### config.mk
export PLATFORM = sky130hd
export DESIGN_NAME = interp_vector_unit
export DESIGN_NICKNAME = d
export VERILOG_FILES = /design/src/rtl/interp_vector_unit.sv
export SDC_FILE = /design/constraint.sdc
export NUM_CORES = 1
export LEC_CHECK = 0
export BUFFER_PORTS_ARGS = -buffer_cell sky130_fd_sc_hd__buf_2
export CAP_MARGIN = 20
export CORE_MARGIN = 2
export CORE_UTILIZATION = 34
export CTS_CLUSTER_SIZE = 16
export DETAILED_ROUTE_END_ITERATION = 7
export PLACE_DENSITY = 0.59
export SLEW_MARGIN = 15
export SYNTH_ARGS = -nofsm -noshare
export SYNTH_HDL_FRONTEND = slang
export SYNTH_SLANG_ARGS = --single-unit
### constraint.sdc
create_clock -name clk -period 25.6 [get_ports clk]
set_input_delay 1.28 -clock clk [delete_from_list [all_inputs] [get_ports clk]]
set_output_delay 1.28 -clock clk [all_outputs]
set_load 0.03 [all_outputs]
### src/rtl/interp_vector_unit.sv
// Linear interpolation over RAM vectors: out[i] = un[i] + r*(uz[i]-un[i]), r=(tk-tn)/(tz-tn).
// Build option: define INTERP_SATURATE_EN to clamp out-of-range results instead of wrapping.
module interp_vector_unit #(
    parameter int WORD_SIZE     = 16,
    parameter int FRAC_BITS     = 7,
    parameter int ADDRESS_WIDTH = 16,
    parameter int DIM_WIDTH     = 8
) (
    input  logic                     clk,
    input  logic                     rst,
    input  logic                     start_sg,
    input  logic [WORD_SIZE-1:0]     tn_port,
    input  logic [WORD_SIZE-1:0]     tz_port,
    input  logic [WORD_SIZE-1:0]     tk_port,
    input  logic [DIM_WIDTH-1:0]     dim_port,
    input  logic [ADDRESS_WIDTH-1:0] un_base,
    input  logic [ADDRESS_WIDTH-1:0] uz_base,
    input  logic [ADDRESS_WIDTH-1:0] out_base,
    output logic [ADDRESS_WIDTH-1:0] ram_addr,
    output logic                     ram_we,
    output logic [WORD_SIZE-1:0]     ram_wdata,
    input  logic [WORD_SIZE-1:0]     ram_rdata,
    output logic                     busy,
    output logic                     done_sg,
    output logic                     overflow,
    output logic                     div_zero
);

    localparam int DW = WORD_SIZE + FRAC_BITS;
    localparam int CW = $clog2(DW);
    localparam int PW = 2 * WORD_SIZE + 1;
    localparam int SW = PW + 1;
    localparam logic [CW-1:0] LAST = CW'(DW - 1);
    localparam logic [DW-1:0] QMAX_P = DW'(2 ** (WORD_SIZE - 1) - 1);
    localparam logic [DW-1:0] QMAX_N = DW'(2 ** (WORD_SIZE - 1));

    typedef enum logic [2:0] {
        S_IDLE, S_DIV, S_RD_UN, S_RD_UZ, S_CALC, S_WR, S_DONE
    } state_t;

    state_t state_q, state_d;

    logic [CW-1:0]               cnt_q;
    logic [DW-1:0]               dq_q;
    logic [WORD_SIZE-1:0]        rem_q;
    logic [WORD_SIZE-1:0]        den_q;
    logic                        neg_q;
    logic                        dz_q;
    logic signed [WORD_SIZE-1:0] r_q;
    logic [DIM_WIDTH-1:0]        m_q;
    logic [DIM_WIDTH-1:0]        i_q;
    logic [ADDRESS_WIDTH-1:0]    un_base_q;
    logic [ADDRESS_WIDTH-1:0]    uz_base_q;
    logic [ADDRESS_WIDTH-1:0]    out_base_q;
    logic signed [WORD_SIZE-1:0] un_q;
    logic [WORD_SIZE-1:0]        res_q;
    logic                        ovf_q;
    logic                        divz_q;
    logic                        done_q;

    logic signed [WORD_SIZE:0]   num_w, den_w;
    logic [WORD_SIZE:0]          num_mag, den_mag;
    logic [WORD_SIZE:0]          rem_sh, rem_sub;
    logic                        ge;
    logic [WORD_SIZE-1:0]        rem_nx;
    logic [DW-1:0]               q_nx;
    logic signed [WORD_SIZE-1:0] r_nx;
    logic                        q_ovf;
    logic signed [WORD_SIZE:0]   diff_w;
    logic signed [PW-1:0]        prod_w, shr_w;
    logic signed [SW-1:0]        sum_w;
    logic [SW-WORD_SIZE:0]       hi_w;
    logic                        in_range;
    logic [WORD_SIZE-1:0]        res_nx;
    logic                        last_el;

    // Operand magnitudes, computed straight from the ports on accept.
    always_comb begin
        num_w = $signed({tk_port[WORD_SIZE-1], tk_port})
              - $signed({tn_port[WORD_SIZE-1], tn_port});
        den_w = $signed({tz_port[WORD_SIZE-1], tz_port})
              - $signed({tn_port[WORD_SIZE-1], tn_port});
        num_mag = num_w[WORD_SIZE] ? -num_w : num_w;
        den_mag = den_w[WORD_SIZE] ? -den_w : den_w;
    end

    // One restoring step per cycle; quotient bits shift into dq_q.
    always_comb begin
        rem_sh  = {rem_q, dq_q[DW-1]};
        ge      = rem_sh >= {1'b0, den_q};
        rem_sub = rem_sh - {1'b0, den_q};
        rem_nx  = ge ? WORD_SIZE'(rem_sub) : WORD_SIZE'(rem_sh);
        q_nx    = {dq_q[DW-2:0], ge};
        r_nx    = '0;
        q_ovf   = 1'b0;
        if (dz_q) begin
            r_nx = '0;
        end else if (neg_q) begin
            if (q_nx > QMAX_N) begin
                r_nx  = {1'b1, {(WORD_SIZE-1){1'b0}}};
                q_ovf = 1'b1;
            end else begin
                r_nx = WORD_SIZE'(-q_nx);
            end
        end else if (q_nx > QMAX_P) begin
            r_nx  = {1'b0, {(WORD_SIZE-1){1'b1}}};
            q_ovf = 1'b1;
        end else begin
            r_nx = WORD_SIZE'(q_nx);
        end
    end

    always_comb begin
        diff_w = $signed({ram_rdata[WORD_SIZE-1], ram_rdata})
               - $signed({un_q[WORD_SIZE-1], un_q});
        prod_w = PW'(r_q) * PW'(diff_w);
        shr_w  = prod_w >>> FRAC_BITS;
        sum_w  = SW'(shr_w) + SW'(un_q);
        hi_w   = sum_w[SW-1:WORD_SIZE-1];
        in_range = (&hi_w) | ~(|hi_w);
`ifdef INTERP_SATURATE_EN
        if (in_range)
            res_nx = sum_w[WORD_SIZE-1:0];
        else if (sum_w[SW-1])
            res_nx = {1'b1, {(WORD_SIZE-1){1'b0}}};
        else
            res_nx = {1'b0, {(WORD_SIZE-1){1'b1}}};
`else
        res_nx = sum_w[WORD_SIZE-1:0];
`endif
    end

    assign last_el = (i_q == m_q - DIM_WIDTH'(1));

    always_comb begin
        state_d = state_q;
        unique case (state_q)
            S_IDLE:  if (start_sg)
                         state_d = (dim_port != '0) ? S_DIV : S_DONE;
            S_DIV:   if (cnt_q == LAST) state_d = S_RD_UN;
            S_RD_UN: state_d = S_RD_UZ;
            S_RD_UZ: state_d = S_CALC;
            S_CALC:  state_d = S_WR;
            S_WR:    state_d = last_el ? S_DONE : S_RD_UN;
            S_DONE:  state_d = S_IDLE;
            default: state_d = S_IDLE;
        endcase
    end

    always_comb begin
        ram_addr = '0;
        unique case (state_q)
            S_RD_UN: ram_addr = un_base_q + ADDRESS_WIDTH'(i_q);
            S_RD_UZ: ram_addr = uz_base_q + ADDRESS_WIDTH'(i_q);
            S_WR:    ram_addr = out_base_q + ADDRESS_WIDTH'(i_q);
            default: ram_addr = '0;
        endcase
        ram_we    = (state_q == S_WR);
        ram_wdata = ram_we ? res_q : '0;
    end

    assign busy     = (state_q != S_IDLE);
    assign done_sg  = done_q;
    assign overflow = ovf_q;
    assign div_zero = divz_q;

    always_ff @(posedge clk or negedge rst) begin
        if (!rst) state_q <= S_IDLE;
        else      state_q <= state_d;
    end

    always_ff @(posedge clk or negedge rst) begin
        if (!rst) begin
            cnt_q      <= '0;
            dq_q       <= '0;
            rem_q      <= '0;
            den_q      <= '0;
            neg_q      <= 1'b0;
            dz_q       <= 1'b0;
            r_q        <= '0;
            m_q        <= '0;
            i_q        <= '0;
            un_base_q  <= '0;
            uz_base_q  <= '0;
            out_base_q <= '0;
            un_q       <= '0;
            res_q      <= '0;
            ovf_q      <= 1'b0;
            divz_q     <= 1'b0;
            done_q     <= 1'b0;
        end else begin
            done_q <= (state_q == S_DONE);
            unique case (state_q)
                S_IDLE: if (start_sg) begin
                    m_q        <= dim_port;
                    un_base_q  <= un_base;
                    uz_base_q  <= uz_base;
                    out_base_q <= out_base;
                    dq_q       <= DW'({num_mag, {FRAC_BITS{1'b0}}});
                    den_q      <= WORD_SIZE'(den_mag);
                    rem_q      <= '0;
                    cnt_q      <= '0;
                    neg_q      <= num_w[WORD_SIZE] ^ den_w[WORD_SIZE];
                    dz_q       <= (den_w == '0);
                    i_q        <= '0;
                    ovf_q      <= 1'b0;
                    divz_q     <= 1'b0;
                end
                S_DIV: begin
                    dq_q  <= q_nx;
                    rem_q <= rem_nx;
                    cnt_q <= cnt_q + CW'(1);
                    if (cnt_q == LAST) begin
                        r_q    <= r_nx;
                        ovf_q  <= ovf_q | q_ovf;
                        divz_q <= dz_q;
                        i_q    <= '0;
                    end
                end
                S_RD_UZ: un_q <= ram_rdata;
                S_CALC: begin
                    res_q <= res_nx;
                    if (!in_range) ovf_q <= 1'b1;
                end
                S_WR: if (!last_el) i_q <= i_q + DIM_WIDTH'(1);
                default: ;
            endcase
        end
    end

endmodule
==> metrics.txt <==
area share of xor/xnor cells in the synthesized design 5.89%; row cnt 96; Max-Cap Viols 0; wl on met1 29,800 um; Top Layer Used met4; Congestion Overflow GR 0; HPWL Detailed 48,000 um; fin crit share 45.4%; Mapped Cells 2,770; post-synthesis area per instance 8.42 um^2; area grow syn2layout 9.87%; Synthesis Warnings 0; Post-Route Skew 0.0133 ns; crit path kind in2reg; post-route setup slack 13.99 ns; Placed Cells 3,724; Worst Path Max Fanout 16; cts bufs inserted 17; # clock sinks 180; gr usage total 17.9%; post-CTS sizing 0; dpl ws 13.45 ns; required time of the critical path 26.00 ns; Met3 Wirelength 1920 um; initial core utilization 34.2%; Yosys cell types 71; final WL 61,500 um; initial DRC count 1,199; CP endpoint kind flip-flop; slowest CP cell a221oi_1; largest net degree at the start of global routing 96; metal2 WL 29,000 um; largest family of logic cells by synthesized area adder cells; CTS tree yes; Worst slew margin 29.6%; Post-Synth Adder-Cell Area 34.1%; vias 18,600; DR pass1 iterations 5; Die Wd 266 um; vias in the first global route 19,000; non-filler cells, final 3,756; Post-synth EDFFs 0; mux share of post-synthesis cell area 0.456%; status completed; Antenna Cells 0; final hold violations 0; latest clock arrival within the worst-skew pair 0.47 ns; DRC 0; CTS root buf clkbuf_16; Worst-path clk slew 0.08 ns; share of cells above drive strength 1 8.52%; Worst path most repeated cell fa_1; IO Port Bufs 159; Worst path max stage delay 0.72 ns; final critical delay including setup and external delays 11.61 ns; area of the mapped netlist 23,300 um^2; Slew Viols, Final 0; Startpoint Class primary input; first-pass GRT wire length 101,000 um; routed len/inst 16.4 um; FFs w/ async S/R, synth 100%; Post-CTS Setup Bufs 0; register bit total from synthesis 180; Post-synth top flop dfrtp_1; setup TNS 0 ns; Synth Net Count 3,361; core area 68,200 um^2; die area 70,700 um^2; final setup fails 0; chip height 266 um; simple logic cell fraction of the synthesized area 19.0%; worst slew pin tran 1.05 ns; cts hold-fix bufs 0; Longest Clk Path Bufs 2; hold_ws 0.473 ns; RSZ-0062 raised after global routing no; gpl congestion 0.847; FMAX 0.0861 GHz; # H-tree levels 4; Compound-Gate Fraction of Synth Area 12.9%; HP Class reg2reg; drt via density 4.95; post-synthesis sequential area ratio 19.3%; final net count 3,452; initial antenna violation count 0; I/O pin count 160; remaining antenna violation count after routing 0; critical path arrival 12.01 ns
==> cell usage in the layout (no fill, tap or decap), types with 10 or more instances in the layout <==
cell type | netlist | routed
nor4_1 | 13 | 13
ha_1 | 187 | 187
nor2_1 | 139 | 138
nor3_1 | 41 | 41
nand3_1 | 58 | 58
dfrtp_1 | 180 | 180
o21bai_1 | 17 | 17
nand2_1 | 449 | 448
o21ai_0 | 174 | 174
buf_4 | 0 | 28
a22o_1 | 10 | 10
xnor2_1 | 108 | 104
a22oi_1 | 25 | 25
and2_1 | 120 | 119
inv_1 | 402 | 402
o21a_1 | 18 | 18
o31ai_1 | 11 | 11
buf_2 | 2 | 158
a21o_1 | 29 | 29
clkbuf_16 | 0 | 17
fa_1 | 281 | 281
nor2b_1 | 40 | 40
nand2b_1 | 38 | 38
a21oi_1 | 114 | 114
xor2_1 | 49 | 49
a211oi_1 | 11 | 11
==> stage by stage <==
| stage | cell area [um^2] | utilization [%] |
|---|---|---|
| after floorplan | 23300 | - |
| after global routing | 25600 | 37.6 |
| after global placement | 25100 | 36.7 |
| after CTS | 25600 | 37.6 |
| after detailed placement | 25100 | 36.7 |
| final | 25600 | 37.6 |
==> routing by layer <==
layer	GRT usage (%)	vias up
met4	3.40	0
met1	24.7	9102
met3	2.13	46
met5	0	-
li1	-	9110
met2	30.2	332
==> cell families (layout without fill, tap and decap cells) <==
logic type,count (synthesis),in the layout
AOI/OAI and AO/OA,484,484
xor gates and xnor gates,157,157
adders and majority gates,468,468
buffers and inverters,517,621
DFF,180,180
muxes,10,10
and+or+nand+nor,954,954
==> synthesized netlist by cell type, types with 13 or more instances <==
cell type	count	area share, %
nand2_1	449	7.2
inv_1	402	6.5
fa_1	281	24
ha_1	187	10
dfrtp_1	180	19
o21ai_0	174	3.7
nor2_1	139	2.2
and2_1	120	3.2
a21oi_1	114	2.4
xnor2_1	108	4.1
clkbuf_1	103	1.7
nand3_1	58	1.2
xor2_1	49	1.8
nor3_1	41	0.88
nor2b_1	40	1.1
nand2b_1	38	1.0
a21o_1	29	0.93
a22oi_1	25	0.80
o21a_1	18	0.58
o21bai_1	17	0.55
nor4_1	13	0.35
==> registers in the layout (all words and copies together) (netlist names), 5 cells and up <==
register and flops:
res_q 16, rem_q 16, un_q 16, un_base_q 16
m_q 8, den_q 16, uz_base_q 16, dq_q 23
cnt_q 5, out_base_q 16, r_q 16, i_q 8
==> area by class of cell <==
class	instances	area, um^2
fill	6978	42600
multi-input combinational	2073	16900
sequential	180	4500
inverter	402	1510
tap	882	1100
timing repair buffer	187	1010
clock buffer	18	429
clock inverter	14	144
==> final timing paths <==
path / from / to / slack [ns] / cells after the start
max: ram_rdata[0] / overflow$_DFFE_PN0P_ / 13.99 / 45
min: res_q[12]$_DFFE_PN0P_ / res_q[12]$_DFFE_PN0P_ / 0.47 / 2
max reg2reg: un_q[0]$_DFFE_PN0P_ / overflow$_DFFE_PN0P_ / 14.52 / 43
min reg2reg: res_q[12]$_DFFE_PN0P_ / res_q[12]$_DFFE_PN0P_ / 0.47 / 2
max in group asynchronous: rst / rem_q[0]$_DFFE_PN0P_ / 23.61 / 2
min in group asynchronous: rst / out_base_q[13]$_DFFE_PN0P_ / 0.77 / 1
==> critical path: cells and delay by family <==
family	cells	cell delay [ns]
fa+ha+maj	10	4.12
xor+xnor	2	0.28
buf+inv	8	0.62
compound gates	13	3.54
mux	1	0.34
simple gates	11	1.82
Power is not shown: default switching activity piles up to over one toggle a cycle in this logic, so the estimate is an artifact.
